`src/rtl/hdr_exposure_scheduler.sv`:
```
// HDR exposure scheduler: programs the sensor one frame ahead, alternating short
// and long exposure values over a valid/ready register-write port on each vsync.
module hdr_exposure_scheduler #(
    parameter int unsigned CLK_HZ  = 50_000_000,
    parameter logic [7:0]  ADDR_HI = 8'h35,
    parameter logic [7:0]  ADDR_LO = 8'h36
) (
    input  logic        clk50,
    input  logic        rst_n,
    input  logic        enable,
    input  logic        vsync,
    input  logic [15:0] exp_short,
    input  logic [15:0] exp_long,
    output logic        cfg_valid,
    input  logic        cfg_ready,
    output logic [7:0]  cfg_addr,
    output logic [7:0]  cfg_data,
    output logic        frame_exp_idx,
    output logic        frame_pair_start,
    output logic        busy,
    output logic        overrun,
    output logic        led
);

    typedef enum logic [1:0] {
        IDLE    = 2'd0,
        WR_HI   = 2'd1,
        WR_LO   = 2'd2,
        WAIT_VS = 2'd3
    } state_t;

    state_t      state;
    state_t      state_nxt;
    logic        vsync_q;
    logic        next_idx;
    logic [15:0] value;

    logic vs_edge;
    logic frame_evt;    // a frame boundary is accepted: advance the index
    logic reprogram;    // load the exposure for the frame after the arriving one
    logic load_short;   // first write after enabling always uses exp_short
    logic set_overrun;
    logic clear_idx;

    assign vs_edge = vsync & ~vsync_q;

    // NOTE: every signal driven here gets a default first, so no path leaves
    // one unassigned and no latch is inferred.
    always_comb begin
        state_nxt   = state;
        cfg_valid   = 1'b0;
        cfg_addr    = 8'h00;
        cfg_data    = 8'h00;
        busy        = 1'b0;
        frame_evt   = 1'b0;
        reprogram   = 1'b0;
        load_short  = 1'b0;
        set_overrun = 1'b0;
        clear_idx   = 1'b0;

        unique case (state)
            IDLE: begin
                if (enable) begin
                    load_short = 1'b1;
                    state_nxt  = WR_HI;
                end
            end

            WR_HI: begin
                cfg_valid = 1'b1;
                cfg_addr  = ADDR_HI;
                cfg_data  = value[15:8];
                busy      = 1'b1;
                // A frame edge mid-write only advances the index; its write is lost.
                if (enable && vs_edge) begin
                    frame_evt   = 1'b1;
                    set_overrun = 1'b1;
                end
                if (cfg_ready) begin
                    state_nxt = WR_LO;
                end
            end

            WR_LO: begin
                cfg_valid = 1'b1;
                cfg_addr  = ADDR_LO;
                cfg_data  = value[7:0];
                busy      = 1'b1;
                if (cfg_ready) begin
                    if (!enable) begin
                        clear_idx = 1'b1;
                        state_nxt = IDLE;
                    end else if (vs_edge) begin
                        // Edge coincides with the final transfer: the write is done,
                        // so it is an ordinary frame boundary, not an overrun.
                        frame_evt = 1'b1;
                        reprogram = 1'b1;
                        state_nxt = WR_HI;
                    end else begin
                        state_nxt = WAIT_VS;
                    end
                end else if (enable && vs_edge) begin
                    frame_evt   = 1'b1;
                    set_overrun = 1'b1;
                end
            end

            WAIT_VS: begin
                if (!enable) begin
                    clear_idx = 1'b1;
                    state_nxt = IDLE;
                end else if (vs_edge) begin
                    frame_evt = 1'b1;
                    reprogram = 1'b1;
                    state_nxt = WR_HI;
                end
            end

            default: begin
                state_nxt = IDLE;
            end
        endcase
    end

    // NOTE: state is updated with non-blocking assignments so every register
    // samples the values from before the clock edge, independent of statement order.
    // NOTE: the reset is synchronous, and it clears every register including the
    // exposure value; there is no memory array here that would justify leaving one out.
    always_ff @(posedge clk50) begin
        if (!rst_n) begin
            state            <= IDLE;
            vsync_q          <= 1'b0;
            next_idx         <= 1'b0;
            value            <= 16'h0000;
            frame_exp_idx    <= 1'b0;
            frame_pair_start <= 1'b0;
            overrun          <= 1'b0;
        end else begin
            state            <= state_nxt;
            vsync_q          <= vsync;
            frame_pair_start <= frame_evt & ~next_idx;

            if (frame_evt) begin
                frame_exp_idx <= next_idx;
                next_idx      <= ~next_idx;
            end
            if (clear_idx) begin
                next_idx <= 1'b0;
            end
            if (set_overrun) begin
                overrun <= 1'b1;
            end

            if (load_short) begin
                value <= exp_short;
            end else if (reprogram) begin
                value <= next_idx ? exp_short : exp_long;
            end
        end
    end

    // Heartbeat. A second counter wrapping at CLK_HZ/4 runs in lockstep with the
    // main one, so it equals count mod (CLK_HZ/4) without a divider.
    localparam int unsigned Q_HZ  = CLK_HZ / 4;
    localparam int unsigned CNT_W = (CLK_HZ > 1) ? $clog2(CLK_HZ) : 1;
    localparam int unsigned Q_W   = (Q_HZ > 1) ? $clog2(Q_HZ) : 1;

    logic [CNT_W-1:0] led_cnt;
    logic [Q_W-1:0]   led_qcnt;

    always_ff @(posedge clk50) begin
        if (!rst_n) begin
            led_cnt  <= '0;
            led_qcnt <= '0;
            led      <= 1'b0;
        end else begin
            led_cnt  <= (led_cnt == CNT_W'(CLK_HZ - 1)) ? '0 : led_cnt + 1'b1;
            led_qcnt <= (led_qcnt == Q_W'(Q_HZ - 1)) ? '0 : led_qcnt + 1'b1;
            led      <= overrun ? (led_qcnt < Q_W'(CLK_HZ / 8))
                                : (led_cnt < CNT_W'(CLK_HZ / 2));
        end
    end

endmodule

```
`config.mk`:
```
export PLATFORM = sky130hd
export DESIGN_NAME = hdr_exposure_scheduler
export DESIGN_NICKNAME = d
export VERILOG_FILES = /design/src/rtl/hdr_exposure_scheduler.sv
export SDC_FILE = /design/constraint.sdc
export NUM_CORES = 1
export LEC_CHECK = 0
export ABC_CLOCK_PERIOD_IN_PS = 3200
export CORE_ASPECT_RATIO = 0.8
export CORE_MARGIN = 3
export CORE_UTILIZATION = 58
export CTS_CLUSTER_DIAMETER = 40
export DETAILED_ROUTE_END_ITERATION = 8
export PLACE_DENSITY = 0.85
export SLEW_MARGIN = 40
export SYNTH_ARGS = -nofsm -noshare
export SYNTH_HDL_FRONTEND = slang
export SYNTH_SLANG_ARGS = --single-unit
export TNS_END_PERCENT = 1
```
`constraint.sdc`:
```
create_clock -name clk50 -period 3.2 [get_ports clk50]
set_input_delay 0.48 -clock clk50 [delete_from_list [all_inputs] [get_ports clk50]]
set_output_delay 0.48 -clock clk50 [all_outputs]
set_load 0.02 [all_outputs]
```
==> results of run 1 <==
-- power groups by stage --
stage	Clock [mW]	Combinational (mW)	Sequential (mW)
finish	0.863	0.598	1.03
global route	0.919	0.651	1.04
CTS	0.880	0.600	1.03
detailed placement	0	0.597	1.05
global placement	0	0.577	1.05
floorplan	0	0.420	1.04
-- synth_stat cells, types with 10 or more instances --
cell type	n
or3_1	13
mux2i_1	17
a21oi_1	24
nand3_1	16
nor2_1	45
inv_1	13
nor2b_1	11
o21ai_0	14
a211oi_1	10
dfxtp_1	74
nand4_1	14
clkbuf_1	13
nand2_1	22
xnor2_1	12
or4_1	14
xor2_1	14
-- kinds of logic after synthesis --
kind of cell,synth area share
xor+xnor,0.0607
flops,0.395
mux,0.0454
compound gates,0.168
fa+ha+maj,0.0267
buf+inv,0.0564
simple gates,0.247
other cells,0.00100
-- cell type report --
cell class,instances,area share
clock buffers,9,0.0273
clock inverters,7,0.0256
inverters,14,0.0116
multi-input cells,313,0.456
flip-flops and latches,74,0.326
well taps,81,0.0223
repair buffers,61,0.131
-- stage by stage --
stage / hold slack (ps) / utilization / cells / setup slack, ps / cell area, µm²
finish: 461 / 0.748 / 559 / 455 / 4540
global route: 497 / 0.748 / 559 / 273 / 4540
CTS: 465 / 0.748 / 559 / 407 / 4540
detailed placement: 449 / 0.709 / 543 / 776 / 4300
global placement: 442 / 0.709 / 543 / 908 / 4300
floorplan: 430 / - / 429 / 1170 / 3760
-- flip-flops by register name (all words and copies together) (netlist names) --
name,flops
state,2
next_idx,1
overrun,1
led_cnt,26
vsync_q,1
frame_pair_start,1
frame_exp_idx,1
led_qcnt,24
value,16
led,1
-- critical path, stage by stage, from the launching register on --
cell             delay (ps)
dfxtp_1                 350
inv_1                   150
ha_1                    480
a22oi_1                 170
nor2b_1                 150
clkdlybuf4s50_1         610
-- routing by layer --
layer  global-route usage  vias to the layer above  part of all wire
li1                     -                     1640                 -
met1                0.330                     1575              0.47
met2                0.376                       86              0.46
met3               0.0562                        9             0.063
met4               0.0923                        0             0.011
met5                    0                        -                 0
-- worst min-delay path by stage --
stage,startpoint,to
floorplan,led_cnt[0]$_SDFF_PP0_,led_cnt[0]$_SDFF_PP0_
global placement,led_cnt[0]$_SDFF_PP0_,led_cnt[0]$_SDFF_PP0_
detailed placement,led_qcnt[0]$_SDFF_PP0_,led_qcnt[0]$_SDFF_PP0_
CTS,led_qcnt[0]$_SDFF_PP0_,led_qcnt[0]$_SDFF_PP0_
global route,led_cnt[0]$_SDFF_PP0_,led_cnt[0]$_SDFF_PP0_
finish,led_qcnt[0]$_SDFF_PP0_,led_qcnt[0]$_SDFF_PP0_
==> results.toml, run 1 <==
[status]
status = "finished, final reports clean"

[detailed_routing]
num_vias = 3310
routedWlPerCell_um = 15.5
drt_pass1_iterations = 4
drc = 0
vias_per_cell = 5.92
first_iter_violations = 160
ant_nets = 0
drt_wl_total_mm = 8.65

[critical_path]
rr_startpoint = "led_cnt[9]$_SDFF_PP0_"
critPathKind = "reg2out"
reg2reg_depth = 4
r2r_slack_ps = 970
cp.arrival_ps = 2270
critPathMaxFanout = 14
end_kind = "primary output"
start_kind = "flip-flop"
r2r-end = "led_cnt[25]$_SDFF_PP0_"
startpoint = "state[0]$_SDFFE_PN0P_"
critPathRequiredTime_ps = 2720
cp-endpoint = "cfg_data[1]"

[cells_and_area]
diodes = 0
synthToLayoutAreaGrowth_pct = 21.0
drive_above_1_share = 0.0711
multi_input_area_mm2 = 0.00207
mostFrequentLayoutCell = "dfxtp_1"
register_area_mm2 = 0.00148
final_nets = 518
n_fill_cell = 449
layout_common_cells = "74 x dfxtp_1, 55 x clkdlybuf4s50_1, 45 x nor2_1, 24 x a21oi_1, 22 x nand2_1"

[power]
p_sw_frac = 0.284
p_sw_mw = 0.708
pwr-share-seq = 0.413
p_int_mw = 1.78
p_total_mw = 2.49
clock_power_share = 0.347
vdd_drop_max_v = 0.000279
power_leakage_nw = 1.62
powerDensity_mw_per_mm2 = 548
pwr-share-comb = 0.240

[grt]
overflow = 0
grt_pass1_wl_mm = 14.4
grt_use_total = 0.244
antenna_found_initial = 0
grt_max_degree = 33
grt_pass1_vias = 3117

[synth]
ys.flop_type = "dfxtp_1"
ys_seq_elements = 74
async_flop_share = 0
synth_area_mm2 = 0.00375
ys_warn_count = 0
syn_inst = 427
synth_largest_area_cell = "dfxtp_1"
synth_edf_count = 0
synth.top_cell.area_share = 0.395
synth.avg_cell_area_um2 = 8.78
ys_seq_area_frac = 0.395
synth_cell_types = 58
synthTopCellsByArea = "dfxtp_1 39%, mux2i_1 4.5%, nor2_1 4.5%"

[clock_network]
clk_root_buffer_cell = "clkbuf_8"
cts_buffer_depth = 2
cts_buffers = 9
clk_pin_slew_ps = 70
clk_latency_ps = 350
cts_tree = "yes"
post_cts_buffers = 0
holdBufCountCts = 0
htree_levels = 3
postCtsResizedCells = 0
cts.sinks = 74

[die]
io_pins = 59
die_height_um = 77.9
rows = 25
core-area_mm2 = 0.00607
die_area_mm2 = 0.00747
chipWidth_um = 95.9
start_util = 0.618

[timing]
timing.setup.tns_ps = 0
post-route-period-util = 0.858
setup_viol = 0
worst_pin_slew_ps = 604
finalHoldViolations = 0
finClkSkew_ps = 9.72
max_freq_mhz = 364
max_slew_margin = 0.593
rsz0062_at_grt = "no"
min_period_ps = 2750
finalMaxSlewViolations = 0

[flow_run]
maxCapViolCount = 0

[place]
place_congestion = 0.861
port_buffers = 55
dp_hpwl_mm = 6.18

[min_path]
hp-class = "reg2reg"
holdPathStages = 1
(Power assumes the default switching activity.)
==> run 2: changes to the inputs <==
CTS_CLUSTER_DIAMETER = default   (was 40)
==> results of run 2 <==
Final layout, timing and power as in run 1 (identical DEF).
==> run 3: changes to the inputs <==
ABC_CLOCK_PERIOD_IN_PS = 2230   (was 3200)
CORE_UTILIZATION = 49   (was 58)
PLACE_DENSITY = 0.77   (was 0.85)
SETUP_SLACK_MARGIN = 0.05   (was default)
SKIP_LAST_GASP = 1   (was default)
clock period = 2.23 ns   (was 3.2 ns; I/O delays follow)
==> run 3 against run 2 <==
The run now ends with negative setup slack left. Critical path type unchanged. Highest routed layer unchanged. Utilization down 10 points. Wire length is 1.5% lower. Setup slack got worse by 650 ps.
==> results.toml, run 3 (synthesis gave the netlist of run 1 again) <==
[status]
status = "complete, but fails checks"
violations = "negative setup slack"

[grt]
grt_pass1_vias = 3057
grt_max_degree = 33
grt_pass1_wl_mm = 14.7
overflow = 0
antenna_found_initial = 0
grt_use_total = 0.202

[min_path]
min_from = "led_qcnt[0]$_SDFF_PP0_"
holdPathStages = 1
hold_end = "led_qcnt[0]$_SDFF_PP0_"
hp-class = "reg2reg"

[detailed_routing]
routedWlPerCell_um = 14.5
vias_per_cell = 5.48
drt_pass1_iterations = 4
num_vias = 3214
ant_nets = 0
first_iter_violations = 181
drc = 0
drt_wl_total_mm = 8.52

[power]
power_leakage_nw = 1.68
vdd_drop_max_v = 0.000396
p_total_mw = 3.36
powerDensity_mw_per_mm2 = 724

[timing]
finalMaxSlewViolations = 0
post-route-period-util = 1.09
setup_viol = 12
max_freq_mhz = 413
rsz0062_at_grt = "yes"
min_period_ps = 2420
finalHoldViolations = 0
finClkSkew_ps = 11.3
setup_ws_ps = -192

[critical_path]
reg2reg_depth = 5
r2r-end = "led_cnt[9]$_SDFF_PP0_"
critPathKind = "reg2out"
r2r_slack_ps = 210
critPathMaxFanout = 10
critPathRequiredTime_ps = 1900
cp_slowest_cell = "clkdlybuf4s50_1"
path_cells = "inv_1 > ha_4 > nor2b_1 > clkdlybuf4s50_1"
cp.arrival_ps = 2090
end_kind = "primary output"
rr_startpoint = "led_cnt[9]$_SDFF_PP0_"
start_kind = "flip-flop"
worst_path_largest_cell_delay_ps = 610

[clock_network]
post_cts_buffers = 0
htree_levels = 3
clk_pin_slew_ps = 70
cts_tree = "yes"
clk_latency_ps = 340
cts_buffer_depth = 2
postCtsResizedCells = 4
holdBufCountCts = 0
clk_root_buffer_cell = "clkbuf_8"
cts_buffers = 9
cts.sinks = 74

[place]
place_area_mm2 = 0.00443
place_congestion = 0.856
pre_cts_ws_ps = 104
dp_cells = 572
port_buffers = 55
dp_hpwl_mm = 6.44

[cells_and_area]
drive_above_1_share = 0.0905
n_fill_cell = 583
top_regs = "led_cnt: 26 flops, led_qcnt: 24 flops, value: 16 flops"
design_area_mm2 = 0.00464
synthToLayoutAreaGrowth_pct = 23.7
final_nets = 527
top_register = "led_cnt"
mostFrequentLayoutCell = "dfxtp_1"
final_util = 0.648
largest_reg_flops = 26
layout_common_cells = "73 x dfxtp_1, 53 x clkdlybuf4s50_1, 45 x nor2_1, 24 x a21oi_1, 22 x nand2_1"
fin_cells = 587
diodes = 0

[die]
die_height_um = 84.3
rows = 27
start_util = 0.524
chipWidth_um = 104
core-area_mm2 = 0.00716
die_area_mm2 = 0.00875
io_pins = 59

[flow_run]
maxCapViolCount = 0
-- run 3: per-stage QoR --
stage	hold WS (ps)	setup TNS, ps
final	465	-1950
after global placement	441	0
after detailed placement	457	0
after global routing	503	-3240
after CTS	472	-2510
after floorplan	430	0
-- run 3: per-layer routing --
layer / track usage / share of wire / vias to the layer above
met5: 0 / 0 / -
met1: 0.275 / 0.51 / 1511
met2: 0.316 / 0.46 / 39
met3: 0.0515 / 0.025 / 10
li1: - / - / 1654
met4: 0.0592 / 0.012 / 0
-- run 3: layout make-up --
type                       count  area (µm²)  share of cell area
clock buffer                  13         159              0.0342
clock inverter                 2        12.5             0.00270
inverter                      14        52.6              0.0113
multi-input combinational    313        2120               0.456
sequential                    74        1480               0.319
tap                          101         126              0.0272
timing repair buffer          70         689               0.149
-- run 3: critical path: cells and delay by family (launching register included) --
family	cells	cell delay, ps
adder cells (fa/ha/maj)	1	380
buffers and inverters	2	810
flip-flops	1	420
AND/OR/NAND/NOR	1	140
-- run 3: worst max-delay path by stage --
stage / startpoint / to / slack (ps) / depth (start not counted)
3_5_place_dp: state[1]$_SDFFE_PN0P_ / cfg_data[3] / 100 / 5
4_1_cts: state[0]$_SDFFE_PN0P_ / cfg_addr[2] / -220 / 4
6_report: state[1]$_SDFFE_PN0P_ / cfg_data[6] / -190 / 4
3_3_place_gp: state[1]$_SDFFE_PN0P_ / cfg_data[1] / 170 / 5
5_1_grt: state[1]$_SDFFE_PN0P_ / cfg_data[6] / -320 / 4
2_1_floorplan: led_cnt[9]$_SDFF_PP0_ / led_cnt[23]$_SDFF_PP0_ / 290 / 6
-- run 3: power breakdown --
part | switching (mW) | internal [mW]
logic | 0.477 | 0.491
registers | 0.0718 | 1.41
clock network | 0.450 | 0.458
